### src/rtl/etx_packet_arbiter_pkg.sv
// Shared emesh definitions for the eLink TX packet arbiter: packet width,
// packet field offsets and the arbiter grant type.
package etx_packet_arbiter_pkg;

  localparam int EMESH_PW = 104;

  localparam int EMESH_WRITE_LSB    = 0;
  localparam int EMESH_DATAMODE_LSB = 1;
  localparam int EMESH_CTRLMODE_LSB = 3;
  localparam int EMESH_DSTADDR_LSB  = 8;
  localparam int EMESH_DATA_LSB     = 40;
  localparam int EMESH_SRCADDR_LSB  = 72;

  localparam int ARB_N = 3;

  typedef logic [ARB_N-1:0] arb_grant_t;

endpackage

### src/rtl/etx_rr_select.sv
// Round-robin search: rotate requests down by the pointer, keep the lowest
// set bit, and rotate the one-hot result back to requester numbering.
module etx_rr_select
  import etx_packet_arbiter_pkg::*;
#(
  parameter int N    = ARB_N,
  parameter int PTRW = $clog2(N)
) (
  input  logic [N-1:0]    req,
  input  logic [PTRW-1:0] ptr,
  output logic [N-1:0]    sel
);

  localparam logic [N-1:0] ONE = N'(1);

  logic [N-1:0] rot;
  logic [N-1:0] pe;

  always_comb begin
    rot = N'({req, req} >> ptr);
    pe  = rot & (~rot + ONE);
    sel = N'(({pe, pe} << ptr) >> N);
  end

endmodule

### src/rtl/etx_packet_arbiter.sv
// Shares the eLink TX emesh packet channel among N requesters with round-robin
// arbitration, bounded burst lock and a single registered output stage.
module etx_packet_arbiter
  import etx_packet_arbiter_pkg::*;
#(
  parameter int PW       = EMESH_PW,
  parameter int N        = ARB_N,
  parameter int MAXBURST = 16
) (
  input  logic            clk,
  input  logic            reset,
  input  logic [N-1:0]    access_in,
  input  logic [N*PW-1:0] packet_in,
  input  logic [N-1:0]    lock_in,
  output logic [N-1:0]    wait_out,
  output logic            access_out,
  output logic [PW-1:0]   packet_out,
  input  logic            wait_in,
  output logic [N-1:0]    grant_out
);

  localparam int PTRW = $clog2(N);
  localparam int CNTW = (MAXBURST > 1) ? $clog2(MAXBURST) : 1;
  localparam logic [N-1:0]    ONE      = N'(1);
  localparam logic [CNTW-1:0] CNT_LAST = CNTW'(MAXBURST - 1);

  function automatic logic [PTRW-1:0] wrap_inc(input logic [PTRW-1:0] idx);
    wrap_inc = (idx == PTRW'(N - 1)) ? '0 : idx + PTRW'(1);
  endfunction

  function automatic logic [PTRW-1:0] onehot_idx(input logic [N-1:0] oh);
    onehot_idx = '0;
    for (int i = 0; i < N; i++)
      if (oh[i]) onehot_idx = PTRW'(i);
  endfunction

  logic [PTRW-1:0] ptr_q;
  logic [PTRW-1:0] owner_q;
  logic            lock_q;
  logic [CNTW-1:0] burst_cnt;

  logic            load;
  logic            burst_done;
  logic            locked;
  logic            any_req;
  logic            sel_lock;
  logic            continue_burst;
  logic [PTRW-1:0] sel_ptr;
  logic [PTRW-1:0] sel_idx;
  logic [N-1:0]    owner_oh;
  logic [N-1:0]    rr_sel;
  logic [N-1:0]    sel;
  logic [PW-1:0]   sel_pkt;

  // A burst that has used its allowance searches from just past the owner,
  // so any other pending requester wins before the owner is served again.
  always_comb begin
    load       = ~access_out | ~wait_in;
    burst_done = lock_q & (burst_cnt >= CNT_LAST);
    locked     = lock_q & ~burst_done;
    sel_ptr    = burst_done ? wrap_inc(owner_q) : ptr_q;
    owner_oh   = ONE << owner_q;
    any_req    = |access_in;
  end

  etx_rr_select #(
    .N    (N),
    .PTRW (PTRW)
  ) u_rr_select (
    .req (access_in),
    .ptr (sel_ptr),
    .sel (rr_sel)
  );

  always_comb begin
    sel            = (locked && (access_in & owner_oh) != '0) ? owner_oh : rr_sel;
    sel_idx        = onehot_idx(sel);
    sel_lock       = |(lock_in & sel);
    continue_burst = locked & (sel == owner_oh);
    sel_pkt        = '0;
    for (int i = 0; i < N; i++)
      if (sel[i]) sel_pkt = packet_in[i*PW +: PW];
    wait_out = access_in & ~({N{load}} & sel);
  end

  // p0 -> p1: accept into the output register and update the arbitration state
  always_ff @(posedge clk or posedge reset) begin
    if (reset) begin
      access_out <= 1'b0;
      packet_out <= '0;
      grant_out  <= '0;
      ptr_q      <= '0;
      owner_q    <= '0;
      lock_q     <= 1'b0;
      burst_cnt  <= '0;
    end else if (load) begin
      if (any_req) begin
        access_out <= 1'b1;
        packet_out <= sel_pkt;
        grant_out  <= sel;
        owner_q    <= sel_idx;
        lock_q     <= sel_lock;
        if (sel_lock) begin
          ptr_q     <= sel_idx;
          burst_cnt <= (continue_burst && burst_cnt < CNT_LAST) ? burst_cnt + CNTW'(1) : '0;
        end else begin
          ptr_q     <= wrap_inc(sel_idx);
          burst_cnt <= '0;
        end
      end else begin
        access_out <= 1'b0;
        grant_out  <= '0;
      end
    end
  end

endmodule

### config.mk
export PLATFORM = sky130hd
export DESIGN_NAME = etx_packet_arbiter
export DESIGN_NICKNAME = d
export VERILOG_FILES = /design/src/rtl/etx_packet_arbiter_pkg.sv /design/src/rtl/etx_rr_select.sv /design/src/rtl/etx_packet_arbiter.sv
export SDC_FILE = /design/constraint.sdc
export NUM_CORES = 1
export LEC_CHECK = 0
export BUFFER_PORTS_ARGS = -buffer_cell sky130_fd_sc_hd__buf_2
export CAP_MARGIN = 0
export CORE_AREA = 2 2 167 169
export DETAILED_ROUTE_END_ITERATION = 12
export DIE_AREA = 0 0 169 171
export PLACE_DENSITY_LB_ADDON = 0.05
export SLEW_MARGIN = 20
export SYNTH_ARGS = -nofsm -noshare
export SYNTH_HDL_FRONTEND = slang
export SYNTH_SLANG_ARGS = --single-unit
### constraint.sdc
create_clock -name clk -period 10.8 [get_ports clk]
set_clock_uncertainty 0.1 [all_clocks]
set_input_delay 2.16 -clock clk [delete_from_list [all_inputs] [get_ports clk]]
set_output_delay 2.16 -clock clk [all_outputs]
set_load 0.05 [all_outputs]
# ---- Word level (Yosys, flattened, before mapping)
# Index checks and enable logic that the tools add are counted.
# W data, S select, Z words.
dict set report word_totals {
  regBits 117
  input_bits 321
  word_cells 53
  out_inout_bits 111
}
dict set report op_classes {
  reduce_logical 6
  order_cmp 2
  shift 3
  bitwise 14
  n_addsub 4
  n_mux 14
  n_eq_ne 3
}
# cell count
set ops {}
lappend ops {{$mux W104} 3}
lappend ops {{$and A3 B3 Y3} 5}
lappend ops {{$mux W2} 5}
lappend ops {{$mux W4} 2}
lappend ops {{$mux W3} 2}
lappend ops {{$not A3 Y3} 2}
lappend ops {{$reduce_or A3 Y1} 2}
lappend ops {{$shl A6 B2 Y6} 1}
lappend ops {{$shr A6 B2 Y3} 1}
lappend ops {{$add A2 B1 Y2 const B} 2}
lappend ops {{$add A4 B1 Y4 const B} 1}
lappend ops {{$eq A2 B2 Y1 const B} 2}
lappend ops {{$ge A4 B4 Y1 const B} 1}
lappend ops {{$lt A4 B4 Y1 const B} 1}
lappend ops {{$add A3 B1 Y3 const B} 1}
lappend ops {{$and A1 B1 Y1} 3}
lappend ops {{$eq A3 B3 Y1} 1}
lappend ops {{$not A1 Y1} 3}
lappend ops {{$reduce_bool A3 Y1} 1}
lappend ops {{$shl A1 B2 Y3 const A} 1}
lappend ops {{$logic_and A1 B1 Y1} 2}
lappend ops {{$mux W1} 2}
lappend ops {{$reduce_and A2 Y1} 1}
lappend ops {{$or A1 B1 Y1} 1}

# ---- Logic depth before layout (Yosys ltp)
# Gate-level depths: netlist (run 1).
dict set report logic_depth {
  depth_word 14
  mapped_depth 10
  depth_no_buf 8
}

# ---- Cells and area by module
# From an unflattened synthesis (run 1), not the netlist that was laid out.
dict set report hier_totals {
  cells_unflattened 689
  area_unflattened_um2 6319.8
}
# module cells_each area_per_inst_um2 n_inst seq_area_each_um2
set by_module_without_submodules {}
lappend by_module_without_submodules {etx_packet_arbiter 679 6248.5 1 2927.8}
lappend by_module_without_submodules {etx_rr_select 10 71.3 1 0.0}

# ---- Worst setup path after synthesis (run 1)
# OpenSTA, ideal clock, no wires.
dict set report synth_timing {
  path_type {input-to-output}
  from {in access_in[0]}
  to {out wait_out[0]}
  required_time_ns 8.540
  arrival_time_ns 4.007
  setup_slack_ns 4.533
  cell_stages 9
  cell_sequence {buf_2 > mux2i_1 > o21ai_1 > a221oi_2 > o21a_1 > buf_6 > buf_6 > nor3_1 > nor2b_1}
}
dict set report synth_via {
  elab_chain_len 9
  elab_cells_between_ends 12
  classes_between {add/sub: 1; shift: 2; mux: 1; bitwise: 6; reduce/logical: 2}
}
# element line
set synth_rtl {}
lappend synth_rtl {{from (decl)} etx_packet_arbiter.sv:12} ;# input logic [N-1:0] access_in,
lappend synth_rtl {{$shr A6 B2 Y3} etx_rr_select.sv:20} ;# rot = N'({req, req} >> ptr);
lappend synth_rtl {{$not A3 Y3} etx_rr_select.sv:21} ;# pe = rot & (~rot + ONE);
lappend synth_rtl {{$add A3 B1 Y3} etx_rr_select.sv:21}
lappend synth_rtl {{$and A3 B3 Y3} etx_rr_select.sv:21}
lappend synth_rtl {{$shl A6 B2 Y6} etx_rr_select.sv:22} ;# sel = N'(({pe, pe} << ptr) >> N);
lappend synth_rtl {{$mux W3} etx_packet_arbiter.sv:76} ;# sel = (locked && (access_in & owner_oh) != '0) ? owner_oh : rr_sel;
lappend synth_rtl {{$and A3 B3 Y3} etx_packet_arbiter.sv:83} ;# wait_out = access_in & ~({N{load}} & sel);
lappend synth_rtl {{$not A3 Y3} etx_packet_arbiter.sv:83}
lappend synth_rtl {{$and A3 B3 Y3 (*)} etx_packet_arbiter.sv:83}
lappend synth_rtl {{to (decl)} etx_packet_arbiter.sv:15} ;# output logic [N-1:0] wait_out,
# Mark *: on every way between the ends. The rest lies on a longest branch, timed or not.

# ---- Worst setup path in the final report (run 1)
dict set report layout_timing {
  from {in access_in[0]}
  to {out wait_out[2]}
}
dict set report layout_via {
  elab_chain_len 9
  elab_cells_between_ends 12
  classes_between {add/sub: 1; shift: 2; mux: 1; bitwise: 6; reduce/logical: 2}
}
# element line
set layout_rtl {}
lappend layout_rtl {{$shr A6 B2 Y3} etx_rr_select.sv:20}
lappend layout_rtl {{$not A3 Y3} etx_rr_select.sv:21}
lappend layout_rtl {{$add A3 B1 Y3} etx_rr_select.sv:21}
lappend layout_rtl {{$and A3 B3 Y3} etx_rr_select.sv:21}
lappend layout_rtl {{$shl A6 B2 Y6} etx_rr_select.sv:22}
lappend layout_rtl {{$mux W3 (*)} etx_packet_arbiter.sv:76}
lappend layout_rtl {{$and A3 B3 Y3 (*)} etx_packet_arbiter.sv:83}
lappend layout_rtl {{$not A3 Y3 (*)} etx_packet_arbiter.sv:83}
lappend layout_rtl {{$and A3 B3 Y3 (*)} etx_packet_arbiter.sv:83}
# Marked as above.

==> Flow_metrics.wiki, run 1 <==
{| class="wikitable"
! Metric !! Value
|-
| Final number of hold-violating endpoints || 0
|-
| Crit path max-delay family || compound AO/OA/AOI/OAI gates
|-
| Number of antenna violations at the first check in global routing || 0
|-
| Antenna Diode Count || 0
|-
| Leading cell type in the layout, fill and taps excluded || sky130_fd_sc_hd__buf_2
|-
| Power share of the sequential group || between 20% and 30%
|-
| Critical path capture point type || output pin
|-
| Drt drc || 0
|-
| Number of nets in the synthesized netlist || about 900
|-
| Post-route insts no fill || approximately 1300
|-
| WP data arrival || ~4.2 ns
|-
| Port bufs || about 430
|-
| IR Drop Worst-Case VDD || ~0.080 mV
|-
| Syn Area/Cell || approximately 10 um^2
|-
| Fillers || between 2000 and 3000
|-
| Ratio of final minimum period to clock period || 59.4%
|-
| Number of global-route vias before repair || around 6100
|-
| Number of core rows || 61
|-
| Detail-routed net length per standard cell || between 15 and 20 um
|-
| Result of the run || finished clean
|-
| Effective utilization at floorplan || 21.1%
|-
| Maximum fanout encountered on the critical timing path || 53
|-
| Pin slew with the least headroom to its limit || 0.991 ns
|-
| CTS root buffer || sky130_fd_sc_hd__clkbuf_16
|-
| Die area || between 20000 and 30000 um^2
|-
| Maxcap violations || 0
|-
| Cell mode on critical path || sky130_fd_sc_hd__buf_2
|-
| Nets || around 1300
|-
| Wire length of the first global-routing pass || around 35 mm
|-
| Count of flip-flops with a built-in enable after synthesis || 0
|-
| Overall power after layout || 2680 uW
|-
| Count of distinct cell types in the synthesized netlist || between 40 and 50
|-
| Layout cell share with drive strength beyond 1 || roughly half
|-
| Setup repair after global routing missed its margin || false
|-
| Top_reg_cell synth || sky130_fd_sc_hd__dfrtp_1
|-
| Setup fix buffers added after clock tree synthesis || 0
|-
| Pre-CTS setup slack || between 4 and 5 ns
|-
| Slowest CP cell || sky130_fd_sc_hd__o21a_4
|-
| Switching fraction of total power || 51.0%
|-
| Longest Clk Path Bufs || 2
|-
| FF+latch area || ~3000 um^2
|-
| Critical path class || in -> out
|-
| Gate power share || a little over half
|-
| Placeable core region || 27300 um^2
|-
| Combined buffer and inverter count along the critical path || 2
|-
| Number of clock buffers inserted by TritonCTS || 17
|-
| Post-layout min period || 6.42 ns
|-
| Cell count after placement || between 1000 and 1500
|-
| Setup crit start kind || primary input
|-
| Count of yosys warnings during synthesis || 0
|-
| Global-route congestion overflow total || 0
|-
| Post-CTS clock slew at the launch and capture registers of the worst setup and hold paths || 0.06 ns
|-
| Area grow syn2layout || 51.2%
|-
| Final Max Slew Viols || 0
|-
| Net Sw Power || between 1000 and 1500 uW
|-
| Total power density per cell area || 307 nW/um^2
|-
| Die width || 169 um
|-
| GPL Wtd Cong || between 0.7 and 0.8
|-
| Count of vias placed by the detailed router || between 6000 and 7000
|-
| Setup TNS || 0 ns
|-
| Share of synthesized area occupied by flip-flops and latches || around half
|-
| Type of the worst min-delay path || reg -> reg
|-
| DRC violation total after the first TritonRoute iteration || 551
|-
| Boundary Pins || roughly 430
|-
| Total clock sinks || about 120
|-
| Post-Synthesis Cells || 575
|-
| Pint || 1310 uW
|-
| Cts hold-fix bufs || 0
|-
| H-tree level count || 4
|-
| Worst skew pair latency || ~0.41 ns
|-
| First-pass DRT Iterations || 10
|-
| CTS tree || done
|-
| Area of the mapped netlist || 5760 um^2
|-
| Setup slack of the critical path after layout || around 4.4 ns
|-
| Synth async-reset ratio || between 90% and 100%
|-
| Die Ht || ~170 um
|-
| Area of the multi-input gates || approximately 2500 um^2
|-
| Seq cells post-synth || 117
|-
| Required time of the critical path || ~8.5 ns
|-
| Most frequent cells in the layout || sky130_fd_sc_hd__buf_2, sky130_fd_sc_hd__nand2_1, sky130_fd_sc_hd__dfrtp_1
|-
| Setup violation total in the final timing report || 0
|-
| Reported leakage power || 0.00434 uW
|-
| FMAX || 156 MHz
|-
| Cell chain of the critical path || buf_2 > mux2i_1 > o21ai_1 > a21o_1 > o21a_4 > nand2_1 > and2_1 > buf_2
|-
| Count of antenna-violating nets left after detailed routing || 0
|-
| Post-cts resize count || 0
|-
| Via density || ~4.7
|-
| Clock group share of total power || around a fifth
|-
| Worst slew margin relative to its limit || about a third
|-
| Half-perimeter wire length after detailed placement || about 18 mm
|-
| Aggregate routed wire length || 23.5 mm
|-
| GRT Total Usage || 15.5%
|-
| CP max stage delay || around 0.54 ns
|-
| Maximum number of pins on one net before global-route repair || around 110
|-
| Post-route core utilization || a little under a third
|}
worst paths after layout:
path                                         endpoint  slack (ns)                       start  cells past startpoint
hold / removal             packet_out[14]$_DFFE_PP0P_        0.37  packet_out[14]$_DFFE_PP0P_                      2
setup / recovery                          wait_out[2]        4.38                access_in[0]                      8
min in group asynchronous  packet_out[13]$_DFFE_PP0P_        1.80                       reset                      2
max in group asynchronous   packet_out[1]$_DFFE_PP0P_        7.47                       reset                      3
setup reg to reg                 ptr_q[0]$_DFFE_PP0P_        7.46    burst_cnt[0]$_DFFE_PP0P_                      9
hold reg to reg            packet_out[14]$_DFFE_PP0P_        0.37  packet_out[14]$_DFFE_PP0P_                      2
metrics by stage:
step	area, um^2	hold WS, ns
2_1_floorplan	5760	0.385
3_3_place_gp	8120	0.360
3_5_place_dp	8120	0.365
4_1_cts	8710	0.380
5_1_grt	8710	0.387
6_report	8710	0.372
per-layer routing:
layer	vias to the layer above	global-route usage, %	share of wire, %
met4	0	4.12	1.2
met2	286	27.8	51
li1	3068	-	-
met1	2924	17.9	39
met5	-	0	0
met3	14	4.95	8.0
cell families after synthesis:
logic type / count (synthesis) / share of synthesized area (%)
fa+ha+maj: 1 / 0.217
simple gates: 147 / 10.8
buf+inv: 67 / 5.84
mux: 3 / 0.803
flops: 117 / 50.8
compound gates: 239 / 31.4
xor+xnor: 1 / 0.152
synthesized netlist by cell type, types with 4 or more instances:
library cell               instances  area, um^2
sky130_fd_sc_hd__o21ai_1          35         175
sky130_fd_sc_hd__dfrtp_1         117        2930
sky130_fd_sc_hd__nand3b_1          4        30.0
sky130_fd_sc_hd__o21ai_0          75         375
sky130_fd_sc_hd__a222oi_1        104        1040
sky130_fd_sc_hd__buf_2            25         125
sky130_fd_sc_hd__clkbuf_1         28         105
sky130_fd_sc_hd__inv_1             5        18.8
sky130_fd_sc_hd__nor2_1            7        26.3
sky130_fd_sc_hd__nand3_1           4        20.0
sky130_fd_sc_hd__nand2_1         118         443
sky130_fd_sc_hd__buf_6             7        78.8
registers in the layout, summed over array words and instances, names as in the netlist:
| register | cells |
|---|---|
| packet_out | 104 |
| ptr_q | 2 |
| grant_out | 3 |
| access_out | 1 |
| owner_q | 2 |
| burst_cnt | 4 |
| lock_q | 1 |
worst min-delay path, stage by stage (launching register included):
cell	delay, ns
sky130_fd_sc_hd__dfrtp_1	0.34
sky130_fd_sc_hd__nand2_1	0.04
sky130_fd_sc_hd__o21ai_0	0.05
area by class of cell:
class	count	area share [%]
sequential	117	33.6
timing repair buffer	438	25.4
clock inverter	13	1.71
clock buffer	19	5.08
multi-input combinational	391	29.0
inverter	5	0.244
tap	346	4.97
power groups by stage:
stage / sequential [uW] / clock [uW] / combinational, uW
final: 700 / 567 / 1410
after floorplan: 1270 / 0 / 470
after global routing: 726 / 608 / 1510
after detailed placement: 706 / 0 / 1440
after global placement: 704 / 0 / 1450
after CTS: 703 / 590 / 1440
No activity file was read; power rests on OpenSTA's default activity.
==> inputs of run 2 (changes only) <==
- CORE_AREA: 2 2 167 169 -> 2 2 168 170
- DIE_AREA: 0 0 169 171 -> 0 0 170 172
- clock period: 10.8 -> 6 ns (I/O delays scaled with it)
==> Flow_metrics.wiki, run 2 (synthesized netlist as in run 1, its figures left out) <==
{| class="wikitable"
! Metric !! Value
|-
| Critical path capture point type || output pin
|-
| Crit path max-delay family || compound AO/OA/AOI/OAI gates
|-
| Most frequent cells in the layout || sky130_fd_sc_hd__buf_2, sky130_fd_sc_hd__nand2_1, sky130_fd_sc_hd__dfrtp_1
|-
| Setup repair after global routing missed its margin || false
|-
| First-pass DRT Iterations || 10 (unchanged)
|-
| Area after DPL || 8130 um^2 (about the same)
|-
| Count of antenna-violating nets left after detailed routing || 0 (unchanged)
|-
| Start point of the worst min-delay path || packet_out[47]$_DFFE_PP0P_
|-
| GRT Total Usage || 15.6% (+0.049 points)
|-
| Number of global-route vias before repair || 6131 (+0.49%)
|-
| Total power density per cell area || 556 nW/um^2 (+81%)
|-
| Required time of the critical path || 4.70 ns (-3.84 ns)
|-
| Result of the run || finished clean
|-
| Setup TNS || 0 ns (unchanged)
|-
| Number of flip-flops in the largest register || 104 (unchanged)
|-
| Type of the worst min-delay path || reg -> reg
|-
| Cell chain of the critical path || buf_2 > mux2i_1 > o21ai_1 > a21o_1 > o21a_4 > nand2_1 > and2_1 > buf_2
|-
| Area grow syn2layout || 51.5%
|-
| Drt drc || 0 (unchanged)
|-
| Detail-routed net length per standard cell || 17.9 um (+1.3%)
|-
| Depth of the worst hold-timing path || 2 (unchanged)
|-
| Wire length of the first global-routing pass || 34.5 mm (-0.30%)
|-
| Cts hold-fix bufs || 0 (unchanged)
|-
| Critical path class || in -> out
|-
| Boundary Pins || 432 (unchanged)
|-
| Leading cell type in the layout, fill and taps excluded || sky130_fd_sc_hd__buf_2
|-
| Port bufs || 431 (unchanged)
|-
| Post-route cell area || 8730 um^2 (+0.17%)
|-
| Count of vias placed by the detailed router || 6317 (+0.40%)
|-
| Setup crit start kind || primary input
|-
| Launch point of the worst reg-to-reg path || burst_cnt[0]$_DFFE_PP0P_
|-
| GPL Wtd Cong || 0.741 (-5.3%)
|-
| Total clock sinks || 117 (unchanged)
|-
| Slowest CP cell || sky130_fd_sc_hd__o21a_4
|-
| WP data arrival || 3.25 ns (-0.91 ns)
|-
| Worst skew pair latency || 0.41 ns (about the same)
|-
| Worst slew margin relative to its limit || 43.1% (+9.2 points)
|-
| Longest Clk Path Bufs || 2 (unchanged)
|-
| Reported leakage power || 0.00435 uW (+0.12%)
|-
| Setup fix buffers added after clock tree synthesis || 0 (unchanged)
|-
| Number of antenna violations at the first check in global routing || 0 (unchanged)
|-
| Aggregate routed wire length || 23.8 mm (+1.3%)
|-
| Setup crit start || access_in[0]
|-
| Post-layout min period || about 4.5 ns
|-
| CTS tree || done
|-
| Setup violation total in the final timing report || 0 (unchanged)
|-
| Ratio of final minimum period to clock period || 75.8%
|-
| Most flops, register || packet_out
|-
| Logic depth of the worst register-to-register path || 9 (unchanged)
|-
| Post-cts resize count || 0 (unchanged)
|-
| Die width || 170 um (+0.59%)
|-
| Half-perimeter wire length after detailed placement || 18.0 mm (about the same)
|-
| Die area || 29200 um^2 (+1.2%)
|-
| Antenna Diode Count || 0 (unchanged)
|-
| Maximum fanout encountered on the critical timing path || 53 (unchanged)
|-
| Cell mode on critical path || sky130_fd_sc_hd__buf_2
|-
| IR Drop Worst-Case VDD || 0.169 mV (+110%)
|-
| Post-CTS clock slew at the launch and capture registers of the worst setup and hold paths || 0.05 ns (about the same)
|-
| Number of clock buffers inserted by TritonCTS || 17 (unchanged)
|-
| Maxcap violations || 0 (unchanged)
|-
| FMAX || 220 MHz
|-
| Global-route congestion overflow total || 0 (unchanged)
|-
| Number of core rows || 61 (unchanged)
|-
| CP max stage delay || 0.57 ns (+0.03 ns)
|-
| Pin slew with the least headroom to its limit || 0.853 ns (-0.138 ns)
|-
| Die Ht || 172 um (+0.58%)
|-
| Combined buffer and inverter count along the critical path || 2 (unchanged)
|-
| Maximum number of pins on one net before global-route repair || 94 (-13%)
|-
| Layout cell share with drive strength beyond 1 || 49.0% (unchanged)
|-
| Nets || 1293 (+0.077%)
|-
| CTS root buffer || sky130_fd_sc_hd__clkbuf_16
|-
| Biggest registers after layout || packet_out (104), burst_cnt (4), grant_out (3)
|-
| H-tree level count || 4 (unchanged)
|-
| Placeable core region || 27500 um^2 (+0.56%)
|-
| Worst path depth || 8 (unchanged)
|-
| Final number of hold-violating endpoints || 0 (unchanged)
|-
| Effective utilization at floorplan || 21.0% (-0.12 points)
|-
| Via density || 4.75 (+0.40%)
|-
| DRC violation total after the first TritonRoute iteration || 570 (+3.4%)
|-
| Final Max Slew Viols || 0 (unchanged)
|}
==> run 2: cell count changes in the layout (fill, tap and decap cells not counted), sizes merged <==
cell and delta:
bufinv +1, inv -3, buf +1, clkinvlp +1
==> run 2: area by class of cell <==
type | count | area, um^2
clock inverter | 12 | 156
multi-input combinational | 391 | 2530
timing repair buffer | 439 | 2220
clock buffer | 19 | 443
fill | 2962 | 18700
inverter | 5 | 21.3
tap | 346 | 433
sequential | 117 | 2930
==> run 2: final timing paths <==
check,slack (ns),end
max in group asynchronous,4.03,packet_out[1]$_DFFE_PP0P_
setup reg to reg,2.65,ptr_q[0]$_DFFE_PP0P_
hold / removal,0.37,packet_out[47]$_DFFE_PP0P_
setup / recovery,1.45,wait_out[2]
min in group asynchronous,0.79,packet_out[16]$_DFFE_PP0P_
hold reg to reg,0.37,packet_out[47]$_DFFE_PP0P_
==> run 2: per-stage QoR <==
stage	hold slack [ns]	instances	util (%)	power, uW	setup slack (ns)
2_1_floorplan	0.385	575	-	3130	1.60
3_3_place_gp	0.360	1298	29.6	3900	1.46
6_report	0.369	1329	31.8	4860	1.45
4_1_cts	0.377	1329	31.8	4940	1.47
5_1_grt	0.395	1329	31.8	5150	1.27
3_5_place_dp	0.365	1298	29.6	3880	1.47
==> run 2: tightest hold or removal path: cells and delay by family, from the launching register on <==
family | cells | cell delay, ns
AND/OR/NAND/NOR | 1 | 0.05
flip-flops | 1 | 0.33
AO/OA/AOI/OAI | 1 | 0.06
==> run 2: power by group <==
| group | internal, uW | switching [uW] |
|---|---|---|
| logic | 642 | 1920 |
| registers | 1090 | 167 |
| clock network | 661 | 376 |
==> run 2: metal layers <==
layer	share of wire [%]	up-vias	global-route usage, %
met5	0	-	0
met4	1.3	0	4.68
met3	6.6	18	3.59
met2	52	293	28.7
met1	40	2933	18.0
li1	-	3073	-
